`config.mk`:
```
export PLATFORM = sky130hd
export DESIGN_NAME = rocket_controller
export DESIGN_NICKNAME = d
export VERILOG_FILES = /design/src/rtl/rocket_controller.sv
export SDC_FILE = /design/constraint.sdc
export NUM_CORES = 1
export LEC_CHECK = 0
export BUFFER_PORTS_ARGS = -buffer_cell sky130_fd_sc_hd__buf_4
export CAP_MARGIN = 10
export CORE_MARGIN = 4
export CORE_UTILIZATION = 35
export CTS_CLUSTER_DIAMETER = 100
export DETAILED_ROUTE_END_ITERATION = 6
export PLACE_DENSITY = 0.52
export SKIP_LAST_GASP = 1
export SLEW_MARGIN = 0
export SYNTH_ARGS = -nofsm -noshare
export SYNTH_HDL_FRONTEND = slang
export SYNTH_SLANG_ARGS = --single-unit
```
`constraint.sdc`:
```
create_clock -name clk -period 5.8 [get_ports clk]
set_clock_uncertainty 0.05 [all_clocks]
set_input_delay 0.29 -clock clk [delete_from_list [all_inputs] [get_ports clk]]
set_output_delay 0.29 -clock clk [all_outputs]
set_load 0.1 [all_outputs]
```
`src/rtl/rocket_controller.sv`:
```
// -----------------------------------------------------------------------------
// rocket_controller
//
// Launches and steers the single tank rocket. A rising edge on the fire key
// while the rocket is idle spawns the rocket centred on the tank. The rocket
// then travels one step per video frame in the direction the tank faced at
// launch. The flight ends when the rocket hits something or would leave the
// screen. A cooldown of a fixed number of frames must then pass before the
// next launch is accepted.
//
// Parameters
//   SPEED           pixels advanced per frame
//   COOLDOWN_FRAMES frames after termination before a new launch is accepted
//   TANK_SIZE       tank sprite edge in pixels (rocket sprite edge is 8)
//   X_MAX, Y_MAX    largest legal rocket top-left coordinate
//
// Ports
//   clk             system clock, all state on its rising edge
//   resetN          asynchronous active-low reset
//   startOfFrame    one-cycle pulse per video frame
//   fire            fire key level, synchronous to clk
//   tank_x, tank_y  tank top-left position
//   tank_direction  0 up, 1 right, 2 down, 3 left
//   collision       rocket pixel drawn over a wall/tank this cycle
//   rocket_x/_y     rocket top-left position (registered)
//   last_direction  direction latched at launch (registered)
//   rocket_enable   rocket visible and live (registered)
//   shots_fired     count of accepted launches, wraps at 256 (registered)
// -----------------------------------------------------------------------------
module rocket_controller #(
    parameter int SPEED           = 4,
    parameter int COOLDOWN_FRAMES = 16,
    parameter int TANK_SIZE       = 32,
    parameter int X_MAX           = 632,
    parameter int Y_MAX           = 472
) (
    input  logic        clk,
    input  logic        resetN,
    input  logic        startOfFrame,
    input  logic        fire,
    input  logic [10:0] tank_x,
    input  logic [10:0] tank_y,
    input  logic [1:0]  tank_direction,
    input  logic        collision,
    output logic [10:0] rocket_x,
    output logic [10:0] rocket_y,
    output logic [1:0]  last_direction,
    output logic        rocket_enable,
    output logic [7:0]  shots_fired
);

    typedef enum logic [1:0] {
        IDLE     = 2'd0,
        FLY      = 2'd1,
        COOLDOWN = 2'd2
    } state_t;

    // Rocket sprite is 8x8, so centring it on the tank offsets by half the
    // tank edge minus half the rocket edge.
    localparam logic [10:0] OFFSET = 11'(TANK_SIZE / 2 - 4);
    localparam logic [10:0] STEP   = 11'(SPEED);
    localparam logic [10:0] X_LIM  = 11'(X_MAX - SPEED);
    localparam logic [10:0] Y_LIM  = 11'(Y_MAX - SPEED);
    localparam logic [7:0]  CD_LOAD = 8'(COOLDOWN_FRAMES);

    state_t      state_q, state_d;
    logic [10:0] x_q, x_d;
    logic [10:0] y_q, y_d;
    logic [1:0]  dir_q, dir_d;
    logic        en_q, en_d;
    logic [7:0]  shots_q, shots_d;
    logic [7:0]  cnt_q, cnt_d;
    logic        fire_q;

    logic        launch;
    logic        at_edge;
    logic [10:0] step_x;
    logic [10:0] step_y;

    // Only a 0->1 transition of the key launches; holding the key does not
    // auto-repeat.
    assign launch = fire & ~fire_q;

    // Candidate position one step ahead, plus whether that step would leave
    // the legal area. The edge tests are done on the current position so no
    // underflow/overflow of the 11-bit coordinate is ever stored.
    always_comb begin
        step_x  = x_q;
        step_y  = y_q;
        at_edge = 1'b0;
        unique case (dir_q)
            2'd0: begin
                at_edge = (y_q < STEP);
                step_y  = y_q - STEP;
            end
            2'd1: begin
                at_edge = (x_q > X_LIM);
                step_x  = x_q + STEP;
            end
            2'd2: begin
                at_edge = (y_q > Y_LIM);
                step_y  = y_q + STEP;
            end
            default: begin
                at_edge = (x_q < STEP);
                step_x  = x_q - STEP;
            end
        endcase
    end

    // Next-state and output-register logic.
    always_comb begin
        state_d = state_q;
        x_d     = x_q;
        y_d     = y_q;
        dir_d   = dir_q;
        en_d    = en_q;
        shots_d = shots_q;
        cnt_d   = cnt_q;

        unique case (state_q)
            IDLE: begin
                if (launch) begin
                    state_d = FLY;
                    en_d    = 1'b1;
                    dir_d   = tank_direction;
                    x_d     = tank_x + OFFSET;
                    y_d     = tank_y + OFFSET;
                    shots_d = shots_q + 8'd1;
                end
            end

            FLY: begin
                // A hit ends the flight before any frame move is applied.
                if (collision || (startOfFrame && at_edge)) begin
                    state_d = COOLDOWN;
                    en_d    = 1'b0;
                    cnt_d   = CD_LOAD;
                end else if (startOfFrame) begin
                    x_d = step_x;
                    y_d = step_y;
                end
            end

            COOLDOWN: begin
                // A zero count (including COOLDOWN_FRAMES=0) leaves at once.
                if (cnt_q == 8'd0) begin
                    state_d = IDLE;
                end else if (startOfFrame) begin
                    cnt_d = cnt_q - 8'd1;
                    if (cnt_q == 8'd1) begin
                        state_d = IDLE;
                    end
                end
            end

            default: begin
                state_d = IDLE;
                en_d    = 1'b0;
            end
        endcase
    end

    always_ff @(posedge clk or negedge resetN) begin
        if (!resetN) begin
            state_q <= IDLE;
            x_q     <= 11'd0;
            y_q     <= 11'd0;
            dir_q   <= 2'd0;
            en_q    <= 1'b0;
            shots_q <= 8'd0;
            cnt_q   <= 8'd0;
            // Reset to 1 so a key held through reset is not seen as an edge.
            fire_q  <= 1'b1;
        end else begin
            state_q <= state_d;
            x_q     <= x_d;
            y_q     <= y_d;
            dir_q   <= dir_d;
            en_q    <= en_d;
            shots_q <= shots_d;
            cnt_q   <= cnt_d;
            fire_q  <= fire;
        end
    end

    assign rocket_x       = x_q;
    assign rocket_y       = y_q;
    assign last_direction = dir_q;
    assign rocket_enable  = en_q;
    assign shots_fired    = shots_q;

endmodule
```
; Yosys cells after proc, flatten, opt, wreduce, memory -nomap -nowiden
; Cells that the tools add are included.
[op_classes]
addsub = 8
n_lt_le_gt_ge = 4
eq_ne = 15
mux = 24
bitwise = 3
n_reduce_logical = 14
[ops]
columns = operator, count
row1 = $pmux 11 s2, 4
row2 = $mux 11, 6
row3 = $mux 8, 3
row4 = $add 11x3->11 const B, 2
row5 = $add 11x4->11 const B, 2
row6 = $lt 11x3->1 const B, 2
row7 = $sub 11x3->11 const B, 2
row8 = $pmux 8 s2, 1
row9 = $ne 2x2->1 const B, 7
row10 = $gt 11x10->1 const B, 1
row11 = $gt 11x9->1 const B, 1
row12 = $mux 2, 5
row13 = $reduce_and 5->1, 2
row14 = $add 8x1->8 const B, 1
row15 = $eq 8x1->1 const B, 1
row16 = $logic_not 8->1, 1
row17 = $reduce_and 4->1, 2
row18 = $sub 8x1->8 const B, 1
row19 = $ne 3x3->1 const B, 2
row20 = $pmux 1 s3, 2
row21 = $pmux 2 s3, 1
row22 = $eq 2x1->1 const B, 2
row23 = $eq 2x2->1 const B, 2
row24 = $logic_not 2->1, 2
row25 = 10 further kinds, 13
[totals]
reg_bits = 44
out_inout_bits = 33
elab_cells = 76

; Depth between registers and ports, before layout
[depth]
word_depth = 6
ltp_mapped = 8
ltp_nobuf = 8

; Worst setup path before layout
; No wires, ideal clock.
[synth_path]
path_kind = register to register
start = reg y_q[5] (netlist: rocket_y[5])
end = reg y_q[3] (netlist: rocket_y[3])
setup_time_ns = 0.131
arrival_time_ns = 2.588
required_time_ns = 5.619
slack_ns = 3.032
stages_incl_launch_ff = 8
path_buffers = 1
synth_period_minus_slack_ns = 2.768
path_cell_list = dfrtp_1 > buf_2 > nor3_1 > nor3b_1 > a211oi_1 > o21ai_4 > a221oi_1 > a21oi_1
[synth_via]
elab_chain_cells = 6
word_cells_on_any_way = 7
cone_classes = order compare (2) / eq/ne (1) / mux (1) / reduce/logical (3)
[synth_lines]
columns = item, line
row1 = start: declaration, 68  ; logic [10:0] y_q, y_d;
row2 = start signal: assignment, 178  ; y_q <= y_d;
row3 = $gt 11x9->1 or $lt 11x3->1 (tied branches), "101, 93"
row4 = $pmux 1 s3 *, 91  ; unique case (dir_q)
row5 = $logic_and 1x1->1 *, 135  ; if (collision || (startOfFrame && at_edge)) begin
row6 = $logic_or 1x1->1 *, 135
row7 = $ne 2x2->1 (no line) *, -
row8 = $reduce_and 5->1 (no line) *, -
; Mark *: on every way between the ends. The rest lies on a longest branch, timed or not.
; A chain may end at the register's enable or synchronous reset.

; Worst setup path in the final report
[layout_path]
start = reg y_q[3] (netlist: rocket_y[3])
end = reg cnt_q[4]
[layout_via]
elab_chain_cells = 6
word_cells_on_any_way = 7
cone_classes = order compare (2) / eq/ne (1) / mux (1) / reduce/logical (3)
[layout_lines]
columns = item, line
row1 = $gt 11x9->1 or $lt 11x3->1 (tied branches), "101, 93"
row2 = $pmux 1 s3 *, 91
row3 = $logic_and 1x1->1 *, 135
row4 = $logic_or 1x1->1 *, 135
row5 = $ne 2x2->1 (no line) *, -
row6 = $reduce_and 4->1 (no line) *, -
row7 = end signal: assignment, 182  ; cnt_q <= cnt_d;
row8 = end: declaration, 72  ; logic [7:0] cnt_q, cnt_d;
; Marked as above.

==> results.yml <==
run_status:
  status: "finished clean"
synth:
  synth-simple-area-share_pct: 23.3
  yosys.area_share.xor_xnor_pct: 6.61
  synth_edf_count: 0
  synthMuxAreaShare_pct: 0.329
  synthCells: 356
  syn_nets: 397
  yosys_warnings: 0
  synth_top_family_by_area: "compound AO/OA/AOI/OAI gates"
  post_synth_num_cell_types: 61
  synth_seq_cells: 44
  netlist_area_um2: 3050
  synth_ff_type: "dfrtp_1"
  synth_compound_area_share_pct: 24.6
  avgSynthCellArea_um2: 8.55
  synth-adder-area-share_pct: 4.93
  yosysSeqAreaShare_pct: 36.2
  ys_async_sr_fraction_pct: 100
critical_path:
  cpLargestDelayFamily: "compound AO/OA/AOI/OAI gates"
  cp.arrival_ns: 2.58
  timing.rr.end: "cnt_q[4]"
  critPathMaxStageDelay_ns: 0.43
  cp-start-kind: "flop"
  slowest_stage: "dfrtp_1"
  reg2reg_from: "rocket_y[3]"
  critical_path_cell_count: 8
  end_kind: "flop"
  crit_path_max_fanout: 7
  crit_required_ns: 5.95
  path_buf_inv: 1
  critPathLaunch: "rocket_y[3]"
  rr_worst_depth: 8
  critical_path_class: "flop to flop"
  path_cells: "inv_1 -> ha_1 -> or4b_1 -> o211ai_1 -> a31oi_2 -> a21oi_2 -> o21ai_2 -> a22o_1"
  worst-r2r-setup-slack_ns: 3.36
global_routing:
  gr-usage-met1_pct: 23.2
  grt_pass1_wl_um: 13900
  grtUsageMet2_pct: 27.5
  overflow: 0
  grt.busiest_layer: "met2"
  grt_start_max_net_pins: 45
  met3_usage_pct: 3.17
  track_usage_pct: 16.8
  antenna_found_initial: 0
  grt_pass1_vias: 2783
die:
  die_area_um2: 10300
  die_h_um: 101
  num_io_pins: 62
  die_width_um: 101
  core-area_um2: 8340
  rows: 33
  start_util_pct: 36.5
sta:
  fin_crit_sh_pct: 42.0
  hold_violations: 0
  fin_crit_ns: 2.44
  slew_violations: 0
  slew_headroom_pct: 24.8
  fmax_ghz: 0.411
  fin_setup_tns_ns: 0
  worst_pin_slew_ns: 1.13
  rsz0062_at_grt: "no"
  setup_viol: 0
cts:
  clk_pin_slew_ns: 0.09
  cts.sinks: 44
  cts_tree: "done"
  cts-root-buf: "clkbuf_8"
  cts_buffer_depth: 2
  cts_resized: 0
  clock_latency_ns: 0.30
  htreeDepth: 2
  cts_buffers: 5
layout:
  n_antenna_cell: 0
  final_util_pct: 44.3
  final_layout_size_suffix_gt1_share_pct: 21.3
  fin_nets: 453
  fillers: 872
  syn_to_final_growth_pct: 21.4
drt:
  ant_nets: 0
  routedWlPerCell_um: 16.2
  via_per_inst: 5.52
  drt_iter0_markers: 101
  route.vias.total: 2858
  dr.pass1.iters: 4
  wirelength_um: 8400
  drc_errors: 0
placed_design:
  gp_congestion: 0.863
  portBuffers: 61
  hpwl_um: 6270
worst_hold_path:
  holdPathEnd: "fire_q"
  min_from: "fire"
  min_path_cells: 1
  hold_class: "input pin to flop"
flow_run:
  drv_cap: 0
## worst reg2reg max path: cells and delay by family (launching register included)
family,cells,cell delay (ns)
flops,1,0.43
compound gates,5,1.11
simple gates,1,0.43
buf+inv,1,0.16
fa+ha+maj,1,0.16
## metal layers
metal | up-vias | part of all wire, %
met3 | 10 | 4.8
met4 | 0 | 1.2
met2 | 71 | 47
met5 | - | 0
met1 | 1365 | 47
li1 | 1412 | -
## layout by cell type (no fill, tap or decap), types with 2 or more instances in the layout
cell type and count:
a32oi_1 2, nor4_1 3, inv_1 18, a22oi_1 5, dfrtp_1 43, nand3_1 11
and2_1 3, o21ai_0 25, ha_1 12, and3_1 4, nand4_1 4, buf_4 62
nand2_1 39, o2111ai_1 3, a21oi_1 17, nor2_1 24, nor3_1 20, clkinvlp_4 2
nor2b_1 5, nor3b_1 4, a2bb2oi_1 2, a31oi_1 5, clkbuf_8 6, a31o_2 2
o211ai_1 11, xor2_1 7, o21ai_1 3, a221oi_1 2, a21boi_0 2, a21oi_4 2
a211oi_1 2, or3_1 8, or4_1 2, o21ai_4 2, o22ai_1 3, nand2b_1 6
xnor2_1 16
## metrics by stage
step / area [µm²] / cells / worst slack (ns) / hold slack (ns)
floorplan: 3050 / 356 / 3.03 / -0.0556
global placement: 3590 / 509 / 3.34 / 0.284
detailed placement: 3590 / 509 / 3.36 / 0.282
CTS: 3700 / 518 / 3.33 / 0.0436
global route: 3700 / 518 / 3.17 / 0.0395
finish: 3700 / 518 / 3.36 / 0.0546
## state kept, by name (all words and copies together), names as in the netlist
register        flops
rocket_enable       1
cnt_q               8
rocket_y           11
last_direction      2
state_q             2
rocket_x           11
shots_fired         8
fire_q              1
## kinds of logic (layout without fill, tap and decap cells)
| kind of cell | count (synthesis) | after routing |
|---|---|---|
| buffers and inverters | 32 | 89 |
| and+or+nand+nor | 141 | 141 |
| DFF | 44 | 44 |
| xor gates and xnor gates | 23 | 23 |
| AOI/OAI and AO/OA | 103 | 103 |
| muxes | 1 | 1 |
| adders and majority gates | 12 | 12 |
## area by class of cell
class	count	area, µm²	area share [%]
Inverter	18	67.6	1.83
Clock buffer	6	82.6	2.23
Sequential cell	44	1100	29.8
Clock inverter	2	15.0	0.406
Tap cell	105	131	3.55
Multi-Input combinational cell	280	1820	49.3
Timing Repair Buffer	63	475	12.9
## worst max-delay path by stage
stage                        to  slack [ns]
global placement    rocket_y[3]        3.34
detailed placement     cnt_q[4]        3.36
floorplan           rocket_y[3]        3.03
global route           cnt_q[2]        3.17
CTS                    cnt_q[4]        3.33
finish                 cnt_q[4]        3.36
## repair_timing
item                      4_1_cts  5_1_grt
setup buffers                   0        0
hold buffers                    1        0
hold endpoints to repair       43        0
## Yosys cell counts (3+ instances only)
master     instances  area [µm²]
o21ai_0           25         125
xnor2_1           16         140
and3_1             4        25.0
nor3b_1            4        30.0
nor3_1            21         105
a31oi_1            5        31.3
nor2_1            24        90.1
inv_1             18        67.6
a22oi_1            5        37.5
clkbuf_1          12        45.0
xor2_1             7        61.3
nand3_1           11        55.1
and2_1             3        18.8
o21ai_1            3        15.0
nand2b_1           6        37.5
a21oi_1           17        85.1
o2111ai_1          3        26.3
nor2b_1            5        31.3
nand2_1           39         146
dfrtp_1           43        1080
ha_1              12         150
nor4_1             3        18.8
nand4_1            4        25.0
or3_1              8        50.1
o22ai_1            3        18.8
o211ai_1          11        82.6
Power is not shown: default switching activity piles up to over one toggle a cycle in this logic, so the estimate is an artifact.
